===== src/rtl/mc_control.sv =====
// -----------------------------------------------------------------------------
// mc_control
//
// Multi-cycle control unit for the MIPS-subset datapath. Each instruction is
// stepped through fetch, decode, execute, memory and write-back states. The
// unit drives the PC/IR write enables, the memory request handshake, the
// register-file and ALU steering, and the next-PC select.
//
// Build option:
//   MC_BNE_EN  - when defined, opcode 0x05 (bne) is accepted and branches on
//                !zero. When undefined, 0x05 is an unsupported opcode.
//
// Ports:
//   clock      in  1  system clock, rising edge
//   rst        in  1  asynchronous reset, active low
//   opcode     in  6  IR[31:26]
//   funct      in  6  IR[5:0] (cannot make an instruction illegal: every
//                     R-type opcode 0x00 is accepted)
//   zero       in  1  combinational ALU zero flag for the current cycle
//   mem_ready  in  1  memory completes the current request this cycle
//   pc_ena     out 1  PC write enable
//   ir_ena     out 1  IR write enable
//   mem_req    out 1  memory access request
//   mem_we     out 1  memory request is a write
//   iord       out 1  memory address source (0 = PC, 1 = ALUOut)
//   reg_we     out 1  register-file write enable
//   reg_dst    out 1  destination register (0 = rt, 1 = rd)
//   mem_to_reg out 1  write-back source (0 = ALUOut, 1 = MDR)
//   alu_src_a  out 1  ALU A operand (0 = PC, 1 = A)
//   alu_src_b  out 2  ALU B operand (00 = B, 01 = 4, 10 = imm, 11 = imm << 2)
//   alu_op     out 2  ALU operation (00 = add, 01 = sub, 10 = funct)
//   pc_src     out 2  next PC (00 = ALU result, 01 = ALUOut, 10 = jump)
//   state      out 4  current state code (debug)
//   illegal    out 1  sticky unsupported-opcode flag
// -----------------------------------------------------------------------------
module mc_control (
    input  logic       clock,
    input  logic       rst,
    input  logic [5:0] opcode,
    input  logic [5:0] funct,
    input  logic       zero,
    input  logic       mem_ready,
    output logic       pc_ena,
    output logic       ir_ena,
    output logic       mem_req,
    output logic       mem_we,
    output logic       iord,
    output logic       reg_we,
    output logic       reg_dst,
    output logic       mem_to_reg,
    output logic       alu_src_a,
    output logic [1:0] alu_src_b,
    output logic [1:0] alu_op,
    output logic [1:0] pc_src,
    output logic [3:0] state,
    output logic       illegal
);

    typedef enum logic [3:0] {
        S_FETCH  = 4'd0,
        S_DECODE = 4'd1,
        S_MEMADR = 4'd2,
        S_MEMRD  = 4'd3,
        S_MEMWB  = 4'd4,
        S_MEMWR  = 4'd5,
        S_EXEC   = 4'd6,
        S_RTWB   = 4'd7,
        S_BRANCH = 4'd8,
        S_ADDIEX = 4'd9,
        S_ADDIWB = 4'd10,
        S_JUMP   = 4'd11,
        S_IDLE   = 4'd15
    } state_t;

    localparam logic [5:0] OP_RTYPE = 6'h00;
    localparam logic [5:0] OP_J     = 6'h02;
    localparam logic [5:0] OP_BEQ   = 6'h04;
    localparam logic [5:0] OP_BNE   = 6'h05;
    localparam logic [5:0] OP_ADDI  = 6'h08;
    localparam logic [5:0] OP_LW    = 6'h23;
    localparam logic [5:0] OP_SW    = 6'h2B;

`ifdef MC_BNE_EN
    localparam logic BNE_EN = 1'b1;
`else
    localparam logic BNE_EN = 1'b0;
`endif

    // funct never influences control: R-type is accepted for any funct.
    logic unused_funct;
    assign unused_funct = ^funct;

    // -------------------------------------------------------------------------
    // State and registered output flops
    // -------------------------------------------------------------------------
    state_t     state_q, state_d;
    logic       illegal_q, illegal_d;

    // Moore outputs are decoded from the next state and registered, so they
    // change on the clock edge together with state_q and glitch-free.
    logic       fetch_q, fetch_d;       // in FETCH: PC/IR enables follow mem_ready
    logic       branch_q, branch_d;     // in BRANCH: PC enable follows zero
    logic       jump_q, jump_d;         // in JUMP: PC enable unconditional
    logic       mem_req_q, mem_req_d;
    logic       mem_we_q, mem_we_d;
    logic       iord_q, iord_d;
    logic       reg_we_q, reg_we_d;
    logic       reg_dst_q, reg_dst_d;
    logic       mem_to_reg_q, mem_to_reg_d;
    logic       alu_src_a_q, alu_src_a_d;
    logic [1:0] alu_src_b_q, alu_src_b_d;
    logic [1:0] alu_op_q, alu_op_d;
    logic [1:0] pc_src_q, pc_src_d;

    // -------------------------------------------------------------------------
    // Next-state logic
    // -------------------------------------------------------------------------
    always_comb begin
        state_d   = state_q;
        illegal_d = illegal_q;
        case (state_q)
            S_IDLE:   state_d = S_FETCH;
            S_FETCH:  if (mem_ready) state_d = S_DECODE;
            S_DECODE: begin
                case (opcode)
                    OP_LW, OP_SW: state_d = S_MEMADR;
                    OP_RTYPE:     state_d = S_EXEC;
                    OP_BEQ:       state_d = S_BRANCH;
                    OP_ADDI:      state_d = S_ADDIEX;
                    OP_J:         state_d = S_JUMP;
                    default: begin
                        if (BNE_EN && (opcode == OP_BNE)) begin
                            state_d = S_BRANCH;
                        end else begin
                            // Unsupported opcode: flag it and skip to the
                            // next instruction.
                            illegal_d = 1'b1;
                            state_d   = S_FETCH;
                        end
                    end
                endcase
            end
            // Only lw/sw reach MEMADR; the opcode is held by IR.
            S_MEMADR: state_d = (opcode == OP_LW) ? S_MEMRD : S_MEMWR;
            S_MEMRD:  if (mem_ready) state_d = S_MEMWB;
            S_MEMWB:  state_d = S_FETCH;
            S_MEMWR:  if (mem_ready) state_d = S_FETCH;
            S_EXEC:   state_d = S_RTWB;
            S_RTWB:   state_d = S_FETCH;
            S_BRANCH: state_d = S_FETCH;
            S_ADDIEX: state_d = S_ADDIWB;
            S_ADDIWB: state_d = S_FETCH;
            S_JUMP:   state_d = S_FETCH;
            default:  state_d = S_IDLE;   // unused codes 12..14 recover via IDLE
        endcase
    end

    // -------------------------------------------------------------------------
    // Output decode of the state being entered
    // -------------------------------------------------------------------------
    always_comb begin
        fetch_d      = 1'b0;
        branch_d     = 1'b0;
        jump_d       = 1'b0;
        mem_req_d    = 1'b0;
        mem_we_d     = 1'b0;
        iord_d       = 1'b0;
        reg_we_d     = 1'b0;
        reg_dst_d    = 1'b0;
        mem_to_reg_d = 1'b0;
        alu_src_a_d  = 1'b0;
        alu_src_b_d  = 2'b00;
        alu_op_d     = 2'b00;
        pc_src_d     = 2'b00;
        case (state_d)
            S_FETCH: begin
                fetch_d     = 1'b1;
                mem_req_d   = 1'b1;
                alu_src_b_d = 2'b01;        // PC + 4
            end
            S_DECODE: begin
                alu_src_b_d = 2'b11;        // branch target precompute
            end
            S_MEMADR: begin
                alu_src_a_d = 1'b1;
                alu_src_b_d = 2'b10;
            end
            S_MEMRD: begin
                mem_req_d   = 1'b1;
                iord_d      = 1'b1;
            end
            S_MEMWB: begin
                reg_we_d     = 1'b1;
                mem_to_reg_d = 1'b1;
            end
            S_MEMWR: begin
                mem_req_d   = 1'b1;
                mem_we_d    = 1'b1;
                iord_d      = 1'b1;
            end
            S_EXEC: begin
                alu_src_a_d = 1'b1;
                alu_op_d    = 2'b10;
            end
            S_RTWB: begin
                reg_we_d    = 1'b1;
                reg_dst_d   = 1'b1;
            end
            S_BRANCH: begin
                branch_d    = 1'b1;
                alu_src_a_d = 1'b1;
                alu_op_d    = 2'b01;
                pc_src_d    = 2'b01;
            end
            S_ADDIEX: begin
                alu_src_a_d = 1'b1;
                alu_src_b_d = 2'b10;
            end
            S_ADDIWB: begin
                reg_we_d    = 1'b1;
            end
            S_JUMP: begin
                jump_d      = 1'b1;
                pc_src_d    = 2'b10;
            end
            default: ;                      // IDLE and unused codes: all 0
        endcase
    end

    // -------------------------------------------------------------------------
    // Registers
    // -------------------------------------------------------------------------
    always_ff @(posedge clock or negedge rst) begin
        if (!rst) begin
            state_q      <= S_IDLE;
            illegal_q    <= 1'b0;
            fetch_q      <= 1'b0;
            branch_q     <= 1'b0;
            jump_q       <= 1'b0;
            mem_req_q    <= 1'b0;
            mem_we_q     <= 1'b0;
            iord_q       <= 1'b0;
            reg_we_q     <= 1'b0;
            reg_dst_q    <= 1'b0;
            mem_to_reg_q <= 1'b0;
            alu_src_a_q  <= 1'b0;
            alu_src_b_q  <= 2'b00;
            alu_op_q     <= 2'b00;
            pc_src_q     <= 2'b00;
        end else begin
            state_q      <= state_d;
            illegal_q    <= illegal_d;
            fetch_q      <= fetch_d;
            branch_q     <= branch_d;
            jump_q       <= jump_d;
            mem_req_q    <= mem_req_d;
            mem_we_q     <= mem_we_d;
            iord_q       <= iord_d;
            reg_we_q     <= reg_we_d;
            reg_dst_q    <= reg_dst_d;
            mem_to_reg_q <= mem_to_reg_d;
            alu_src_a_q  <= alu_src_a_d;
            alu_src_b_q  <= alu_src_b_d;
            alu_op_q     <= alu_op_d;
            pc_src_q     <= pc_src_d;
        end
    end

    // -------------------------------------------------------------------------
    // Outputs. PC/IR enables carry same-cycle qualification by mem_ready and
    // zero; everything else comes straight from flops.
    // -------------------------------------------------------------------------
    logic branch_take;
    // bne inverts the sense of zero; the opcode is still held by IR here.
    assign branch_take = (BNE_EN && (opcode == OP_BNE)) ? ~zero : zero;

    assign pc_ena     = (fetch_q & mem_ready) | (branch_q & branch_take) | jump_q;
    assign ir_ena     = fetch_q & mem_ready;
    assign mem_req    = mem_req_q;
    assign mem_we     = mem_we_q;
    assign iord       = iord_q;
    assign reg_we     = reg_we_q;
    assign reg_dst    = reg_dst_q;
    assign mem_to_reg = mem_to_reg_q;
    assign alu_src_a  = alu_src_a_q;
    assign alu_src_b  = alu_src_b_q;
    assign alu_op     = alu_op_q;
    assign pc_src     = pc_src_q;
    assign state      = state_q;
    assign illegal    = illegal_q;

endmodule

===== config.mk =====
export PLATFORM = sky130hd
export DESIGN_NAME = mc_control
export DESIGN_NICKNAME = d
export VERILOG_FILES = /design/src/rtl/mc_control.sv
export SDC_FILE = /design/constraint.sdc
export NUM_CORES = 1
export LEC_CHECK = 0
export CORE_ASPECT_RATIO = 0.5
export CORE_MARGIN = 2
export CORE_UTILIZATION = 30
export DETAILED_ROUTE_END_ITERATION = 10
export PLACE_DENSITY = 0.55
export SLEW_MARGIN = 25
export SYNTH_ARGS = -nofsm -noshare
export SYNTH_HDL_FRONTEND = slang
export SYNTH_SLANG_ARGS = --single-unit

===== constraint.sdc =====
create_clock -name clock -period 4.2 [get_ports clock]
set_input_delay 0.63 -clock clock [delete_from_list [all_inputs] [get_ports clock]]
set_output_delay 0.63 -clock clock [all_outputs]
set_load 0.05 [all_outputs]

==> results_dict.tcl, run 1 <==
set metrics [dict create \
    relSlewSlack_pct 46.2 \
    whs_endpoint "illegal$_DFFE_PN0P_" \
    layout-drive-gt1-share_pct 20.3 \
    skew_ps 3.19 \
    grt_pass1_wl_mm 3.92 \
    worstMarginPinSlew_ps 804 \
    fin_crit_sh_pct 72.3 \
    tritoncts "yes" \
    p_leak_nw 0.606 \
    grt_setup_unrepaired "false" \
    timing.rr.end "mem_req$_DFF_PN0_" \
    reg2reg_setup_slack_ps 2270 \
    viasPerCell 4.84 \
    synthTopCellsByArea "dfrtp_1 34%, dfstp_2 9.5%, buf_6 5.1%" \
    syn_inst 102 \
    cp-start-kind "input pin" \
    synth_edf_count 0 \
    core_area_sq_mm 0.00349 \
    drtIter0Drc 68 \
    min-delay-start "illegal$_DFFE_PN0P_" \
    ant_nets 0 \
    cts.sinks 19 \
    synthArstFlopShare_pct 100 \
    reg2reg_from "state[2]$_DFF_PN1_" \
    drcViolationCount 0 \
    wl_per_cell_um 13.4 \
    powerDensity_mw_per_mm2 538 \
    gr-usage-all-layers_pct 12.2 \
    post_cts_resized 0 \
    grt_max_degree 20 \
    rows 15 \
    synth_cell_types 47 \
    min_path_type "flop to flop" \
    hold_buffers 0 \
    initial_core_util_pct 31.8 \
    cp_max_fo 7 \
    io_buffers 29 \
    final_util_pct 41.2 \
    routed_wl_mm 2.41 \
    dp_hpwl_mm 1.82 \
    slowest_stage "clkdlybuf4s50_1" \
    vias 867 \
    gp_congestion 0.812 \
    post_cts_buffers 0 \
    die_w_um 90.0 \
    fmax_mhz 329 \
    synth.largest_area_cell "dfrtp_1" \
    r2r_cells 5 \
    status "finished, final reports clean" \
    diodes 0 \
    area_growth_pct 29.7 \
    final_net_count 145 \
    synth-seq-area-share_pct 43.3 \
    hold_viol 0 \
    maxSlewViolCount 0 \
    cp_common_cell "clkdlybuf4s50_1" \
    h-tree-depth 1 \
    setup_tns_ps 0 \
    antenna_found_initial 0 \
    dieArea_sq_mm 0.00423 \
    setup_violations 0 \
    end_kind "output pin" \
    fin_crit_ps 3040 \
    synth_nets 118 \
    largest_reg_flops 4 \
    ioPinCount 36 \
    worstPathArrival_ps 2410 \
    first_global_vias 770 \
    cts_buffers 3 \
    path_clk_slew_ps 70 \
    critPathTopFamily "buffers and inverters" \
    netlist_area_sq_mm 0.00111 \
    synth_common_cells "15 x dfrtp_1, 10 x nand2_1, 8 x nor2_1, 5 x buf_6" \
    clockBufferDepth 2 \
    hold_depth 1 \
    fp.dieH_um 47.0 \
    synth_top_area_share_pct 33.8 \
    slowest_delay_ps 790 \
    synth_flop_cell "dfrtp_1" \
    drtPass1Iterations 4 \
    cap_violations 0 \
    yosysWarnings 0 \
    cp_data_required_time_ps 3570 \
    fillers 353 \
    path_cells "clkdlybuf4s50_1, and2_1, a211o_1, clkdlybuf4s50_1" \
    crit_type "input pin to output pin" \
    overflow 0 \
    clk-insertion-delay-late_ps 260 \
    ys_seq_elements 19 \
    synth.avg_cell_area_sq_um 10.9 \
    clockRootBuffer "clkbuf_8" \
    worst-path-buf-inv 2 \
    ir_drop_mv 0.116 \
    synth.most_common_cell "dfrtp_1" \
]
-- final cells by class --
cell class / instances / area, sq um / share of cell area [%]
multi-input cells: 71 / 539 / 37.5
flip-flops and latches: 19 / 480 / 33.4
repair buffers: 29 / 290 / 20.2
well taps: 51 / 63.8 / 4.43
clock buffers: 3 / 41.3 / 2.87
inverters: 5 / 18.8 / 1.30
clock inverters: 1 / 5.00 / 0.348
-- placed cells by master (no fill, tap or decap), types with 2 or more instances in the layout --
cell type        instances
clkbuf_8                 3
inv_1                    4
nand3_1                  2
a21oi_1                  3
nor2_1                   8
nand2b_1                 2
and3_1                   3
clkdlybuf4s50_1         29
dfrtp_1                 15
dfstp_2                  4
or2_2                    2
a31oi_1                  2
o21ai_0                  4
o211ai_1                 2
nand2_1                 10
nor2b_4                  2
nor3_1                   2
-- worst max path at each step --
| stage | startpoint | end | slack [ps] | depth (start not counted) |
|---|---|---|---|---|
| after detailed placement | mem_ready | pc_ena | 1160 | 4 |
| after floorplan | mem_ready | pc_ena | 2070 | 2 |
| after global routing | mem_ready | pc_ena | 1130 | 4 |
| final | mem_ready | pc_ena | 1160 | 4 |
| after CTS | mem_ready | pc_ena | 1160 | 4 |
| after global placement | mem_ready | pc_ena | 1180 | 4 |
-- layer usage --
metal / vias up / GRT usage [%] / routed length, um
met1: 417 / 18.2 / 1230
met5: - / 0 / 0
li1: 418 / - / -
met2: 27 / 17.3 / 977
met3: 5 / 2.73 / 167
met4: 0 / 4.62 / 29
-- cell families (layout without fill, tap and decap cells) --
group,Yosys count,count (layout),share of synthesized area [%]
xor gates and xnor gates,2,2,1.58
and+or+nand+nor,46,46,29.3
buffers and inverters,12,38,8.12
DFF,19,19,43.3
AOI/OAI and AO/OA,23,23,17.7
-- where the power goes --
| group | internal [mW] | switching [mW] | total [mW] |
|---|---|---|---|
| sequential | 0.226 | 0.0462 | 0.272 |
| combinational | 0.138 | 0.237 | 0.375 |
| clock | 0.0660 | 0.0615 | 0.128 |
-- per-stage QoR --
step	total power [mW]	setup WS, ps	instance area, sq um	instances	hold WS, ps
global placement	0.649	1180	1390	175	459
detailed placement	0.651	1160	1390	175	466
floorplan	0.548	2070	1110	102	334
finish	0.775	1160	1440	179	477
CTS	0.780	1160	1440	179	483
global route	0.820	1130	1440	179	505
-- worst register-to-register path, stage by stage (launching register included) --
cell,delay (ps)
dfstp_2,710
nor4b_2,110
and3_4,210
a311oi_2,410
nand3_1,180
a32oi_1,240
(Power assumes the default switching activity.)
==> run 2, diff against run 1 <==
Clock period 4.2 ns to 3.05 ns, I/O delays scaled along.
==> run 2 against run 1 <==
Compared with the run above:
- wire length down 0.29%
- core utilization grew 0.22 points
- cell count up 0.56%
- clock skew shrank 1.9 ps
==> results_dict.tcl, run 2 (same netlist as run 1, synthesis figures left out) <==
set metrics [dict create \
    slowest_delay_ps 790 \
    ir_drop_mv 0.167 \
    drtPass1Iterations 4 \
    routed_wl_mm 2.40 \
    sw_frac_of_total_pct 44.6 \
    antenna_found_initial 0 \
    viasPerCell 4.80 \
    slowest_stage "clkdlybuf4s50_1" \
    overflow 0 \
    clockBufferDepth 2 \
    p_leak_nw 0.611 \
    cp-start-kind "input pin" \
    clockRootBuffer "clkbuf_8" \
    cp_data_required_time_ps 2590 \
    min_path_type "flop to flop" \
    initial_core_util_pct 31.8 \
    ioPinCount 36 \
    final_common_cell "clkdlybuf4s50_1" \
    comb_power_share_pct 48.4 \
    skew_ps 1.33 \
    cap_violations 0 \
    post_cts_buffers 0 \
    timing.rr.end "mem_req$_DFF_PN0_" \
    first_global_vias 767 \
    grt_max_degree 20 \
    largest_reg_flops 4 \
    maxSlewViolCount 0 \
    fp.dieH_um 47.0 \
    tritoncts "yes" \
    setup_tns_ps 0 \
    fin_crit_ps 2500 \
    end_kind "output pin" \
    hold_viol 0 \
    mostFrequentLayoutCells "29 x clkdlybuf4s50_1, 15 x dfrtp_1, 10 x nand2_1" \
    whs_ps 476 \
    worstPathArrival_ps 2050 \
    h-tree-depth 1 \
    fmax_mhz 399 \
    powerDensity_mw_per_mm2 740 \
    dp.cells 176 \
    cts_buffers 3 \
    gp_congestion 0.794 \
    p_clk_share_pct 16.6 \
    core_area_sq_mm 0.00349 \
    final_net_count 146 \
    hold_depth 1 \
    hold_buffers 0 \
    drcViolationCount 0 \
    fin_cells 180 \
    ant_nets 0 \
    worst-path-buf-inv 2 \
    reg2reg_from "state[2]$_DFF_PN1_" \
    fin_crit_sh_pct 82.1 \
    layout-drive-gt1-share_pct 20.9 \
    setup_violations 0 \
    cp_common_cell "clkdlybuf4s50_1" \
    post-route-cell-area_sq_mm 0.00145 \
    r2r_cells 5 \
    p_seq_share_pct 34.9 \
    path_cells "clkdlybuf4s50_1, and2_1, a211o_1, clkdlybuf4s50_1" \
    path_clk_slew_ps 70 \
    worst_slack_ps 546 \
    clk-insertion-delay-late_ps 260 \
    gr-usage-all-layers_pct 11.9 \
    drtIter0Drc 56 \
    status "finished, final reports clean" \
    switchingPower_mw 0.478 \
    wl_per_cell_um 13.3 \
    critPathTopFamily "buffers and inverters" \
    dieArea_sq_mm 0.00423 \
    whs_endpoint "illegal$_DFFE_PN0P_" \
    vias 864 \
    p_int_mw 0.593 \
    dp_hpwl_mm 1.84 \
    diodes 0 \
    min-delay-start "illegal$_DFFE_PN0P_" \
    die_w_um 90.0 \
    reg2reg_setup_slack_ps 1120 \
    relSlewSlack_pct 44.9 \
    grt_pass1_wl_mm 3.84 \
    final_util_pct 41.4 \
    cts.sinks 19 \
    crit_type "input pin to output pin" \
    power.total_mw 1.07 \
    post_cts_resized 0 \
    io_buffers 29 \
    grt_setup_unrepaired "false" \
    worstMarginPinSlew_ps 823 \
    rows 15 \
    post-place-ws_ps 533 \
    area_growth_pct 30.3 \
    cp_max_fo 2 \
    placed_area_sq_mm 0.00140 \
]
[run 2: cell types whose count changed in the layout (fill, tap and decap cells not counted)]
cell	delta
buf_4	+1
[run 2: power by group through the flow]
stage          registers, mW  clock network [mW]  logic (mW)
4_1_cts                0.375               0.182       0.520
6_report               0.374               0.178       0.519
2_1_floorplan          0.485                   0       0.270
3_3_place_gp           0.379                   0       0.517
5_1_grt                0.385               0.196       0.552
3_5_place_dp           0.378                   0       0.520
[run 2: worst max path at each step]
stage / start / to / slack [ps] / cells after the start
after floorplan: state[2]$_DFF_PN1_ / mem_req$_DFF_PN0_ / 1210 / 6
after global placement: mem_ready / pc_ena / 540 / 4
after detailed placement: mem_ready / pc_ena / 530 / 4
after CTS: mem_ready / pc_ena / 530 / 4
after global routing: mem_ready / pc_ena / 500 / 4
final: mem_ready / pc_ena / 550 / 4
[run 2: layout make-up]
| type | count | area, sq um |
|---|---|---|
| Clock buffer | 3 | 41.3 |
| Timing Repair Buffer | 30 | 298 |
| Tap cell | 51 | 63.8 |
| Sequential cell | 19 | 480 |
| Inverter | 5 | 18.8 |
| Fill cell | 363 | 2040 |
| Multi-Input combinational cell | 71 | 539 |
| Clock inverter | 1 | 5.00 |
[run 2: metal layers]
| layer | global-route usage (%) | vias to the layer above | part of all wire [%] | wire length [um] |
|---|---|---|---|---|
| met3 | 2.57 | 3 | 4.0 | 96 |
| li1 | - | 421 | - | - |
| met2 | 18.2 | 20 | 43 | 1040 |
| met5 | 0 | - | 0 | 0 |
| met4 | 3.69 | 0 | 0.50 | 12 |
| met1 | 17.3 | 420 | 52 | 1250 |
[run 2: worst reg2reg max path: stages (launching register included)]
cell and delay, ps:
dfstp_2 700, nor4b_2 110, and3_4 210, a311oi_2 410
nand3_1 190, a32oi_1 230
==> run 3, diff against run 2 <==
Clock period 3.05 ns to 2.6 ns, I/O delays scaled along.
==> run 3 against run 2 <==
Compared with the run above:
- largest power group unchanged
- clock power rose by 17%
- die area did not move
- power rose by 18%
- global-route usage rose by 0.22 points
==> results_dict.tcl, run 3 (same netlist as run 1, synthesis figures left out) <==
set metrics [dict create \
    tritoncts "yes" \
    post_cts_resized 0 \
    gr-usage-all-layers_pct 12.1 \
    area_growth_pct 30.3 \
    fin_crit_ps 2230 \
    overflow 0 \
    antenna_found_initial 0 \
    wl_per_cell_um 13.3 \
    final_util_pct 41.4 \
    skew_ps 2.59 \
    worstPathArrival_ps 1840 \
    setup_tns_ps 0 \
    hold_depth 1 \
    ir_drop_mv 0.208 \
    critPathTopFamily "buffers and inverters" \
    grt_setup_unrepaired "false" \
    cts_buffers 3 \
    setup_violations 0 \
    min_path_type "flop to flop" \
    post_cts_buffers 0 \
    dieArea_sq_mm 0.00423 \
    rows 15 \
    maxSlewViolCount 0 \
    routed_wl_mm 2.38 \
    h-tree-depth 1 \
    final_net_count 145 \
    ioPinCount 36 \
    ant_nets 0 \
    fin_crit_sh_pct 85.8 \
    power.total_mw 1.26 \
    io_buffers 29 \
    final_common_cell "clkdlybuf4s50_1" \
    p_leak_nw 0.612 \
    powerDensity_mw_per_mm2 874 \
    cts.sinks 19 \
    drtIter0Drc 38 \
    crit_type "flop to output pin" \
    status "finished, final reports clean" \
    post-route-cell-area_sq_mm 0.00145 \
    clk-insertion-delay-late_ps 260 \
    cp_max_fo 13 \
    fin_cells 179 \
    grt_pass1_wl_mm 3.97 \
    relSlewSlack_pct 44.9 \
    cap_violations 0 \
    cp.depth 1 \
    end_kind "output pin" \
    clockBufferDepth 2 \
    hold_buffers 0 \
    vias 853 \
    first_global_vias 770 \
    die_w_um 90.0 \
    fp.dieH_um 47.0 \
    drtPass1Iterations 4 \
    fmax_mhz 448 \
    r2r_cells 5 \
    dp_hpwl_mm 1.79 \
    worstMarginPinSlew_ps 825 \
    cp_data_required_time_ps 2210 \
    worst-path-buf-inv 1 \
    layout-drive-gt1-share_pct 21.9 \
    dp.cells 175 \
    mostFrequentLayoutCells "27 x clkdlybuf4s50_1, 15 x dfrtp_1, 10 x nand2_1" \
    hold_viol 0 \
    path_cells "clkdlybuf4s50_1" \
    core_area_sq_mm 0.00349 \
    placed_area_sq_mm 0.00140 \
    slowest_stage "clkdlybuf4s50_1" \
    viasPerCell 4.77 \
    clockRootBuffer "clkbuf_8" \
    grt_max_degree 20 \
    initial_core_util_pct 31.8 \
    slowest_delay_ps 870 \
    drcViolationCount 0 \
    path_clk_slew_ps 70 \
    cp-start-kind "flop" \
    gp_congestion 0.809 \
    largest_reg_flops 4 \
    diodes 0 \
]
==> run 3: area by class of cell <==
class                      count  area, sq um
timing repair buffer          29          298
multi-input combinational     71          539
clock inverter                 1         5.00
fill                         363         2040
inverter                       5         18.8
sequential                    19          480
tap                           51         63.8
clock buffer                   3         41.3
==> run 3: path summary, 6_finish.rpt <==
path / from / end / slack, ps
min in group asynchronous: rst / reg_we$_DFF_PN0_ / 600
worst min-delay path: illegal$_DFFE_PN0P_ / illegal$_DFFE_PN0P_ / 490
worst min register to register: illegal$_DFFE_PN0P_ / illegal$_DFFE_PN0P_ / 490
worst max register to register: state[0]$_DFF_PN1_ / mem_req$_DFF_PN0_ / 680
max in group asynchronous: rst / alu_op[1]$_DFF_PN0_ / 1480
worst max-delay path: state[1]$_DFF_PN1_ / state[1] / 370
==> run 3: power by group <==
group / switching, mW / internal, mW / total, mW
Combinational: 0.384 / 0.232 / 0.617
Clock: 0.102 / 0.107 / 0.208
Sequential: 0.0747 / 0.364 / 0.439
==> run 3: stage by stage <==
stage / worst slack (ps) / hold slack, ps
detailed placement: 352 / 472
finish: 369 / 485
CTS: 372 / 489
floorplan: 759 / 94.4
global placement: 337 / 457
global route: 314 / 521
==> run 3: per-layer routing <==
layer	global-route usage, %	share of wire (%)	up-vias
li1	-	-	418
met1	17.9	54	416
met2	17.7	41	17
met3	3.05	3.8	2
met4	3.69	0.88	0
met5	0	0	-
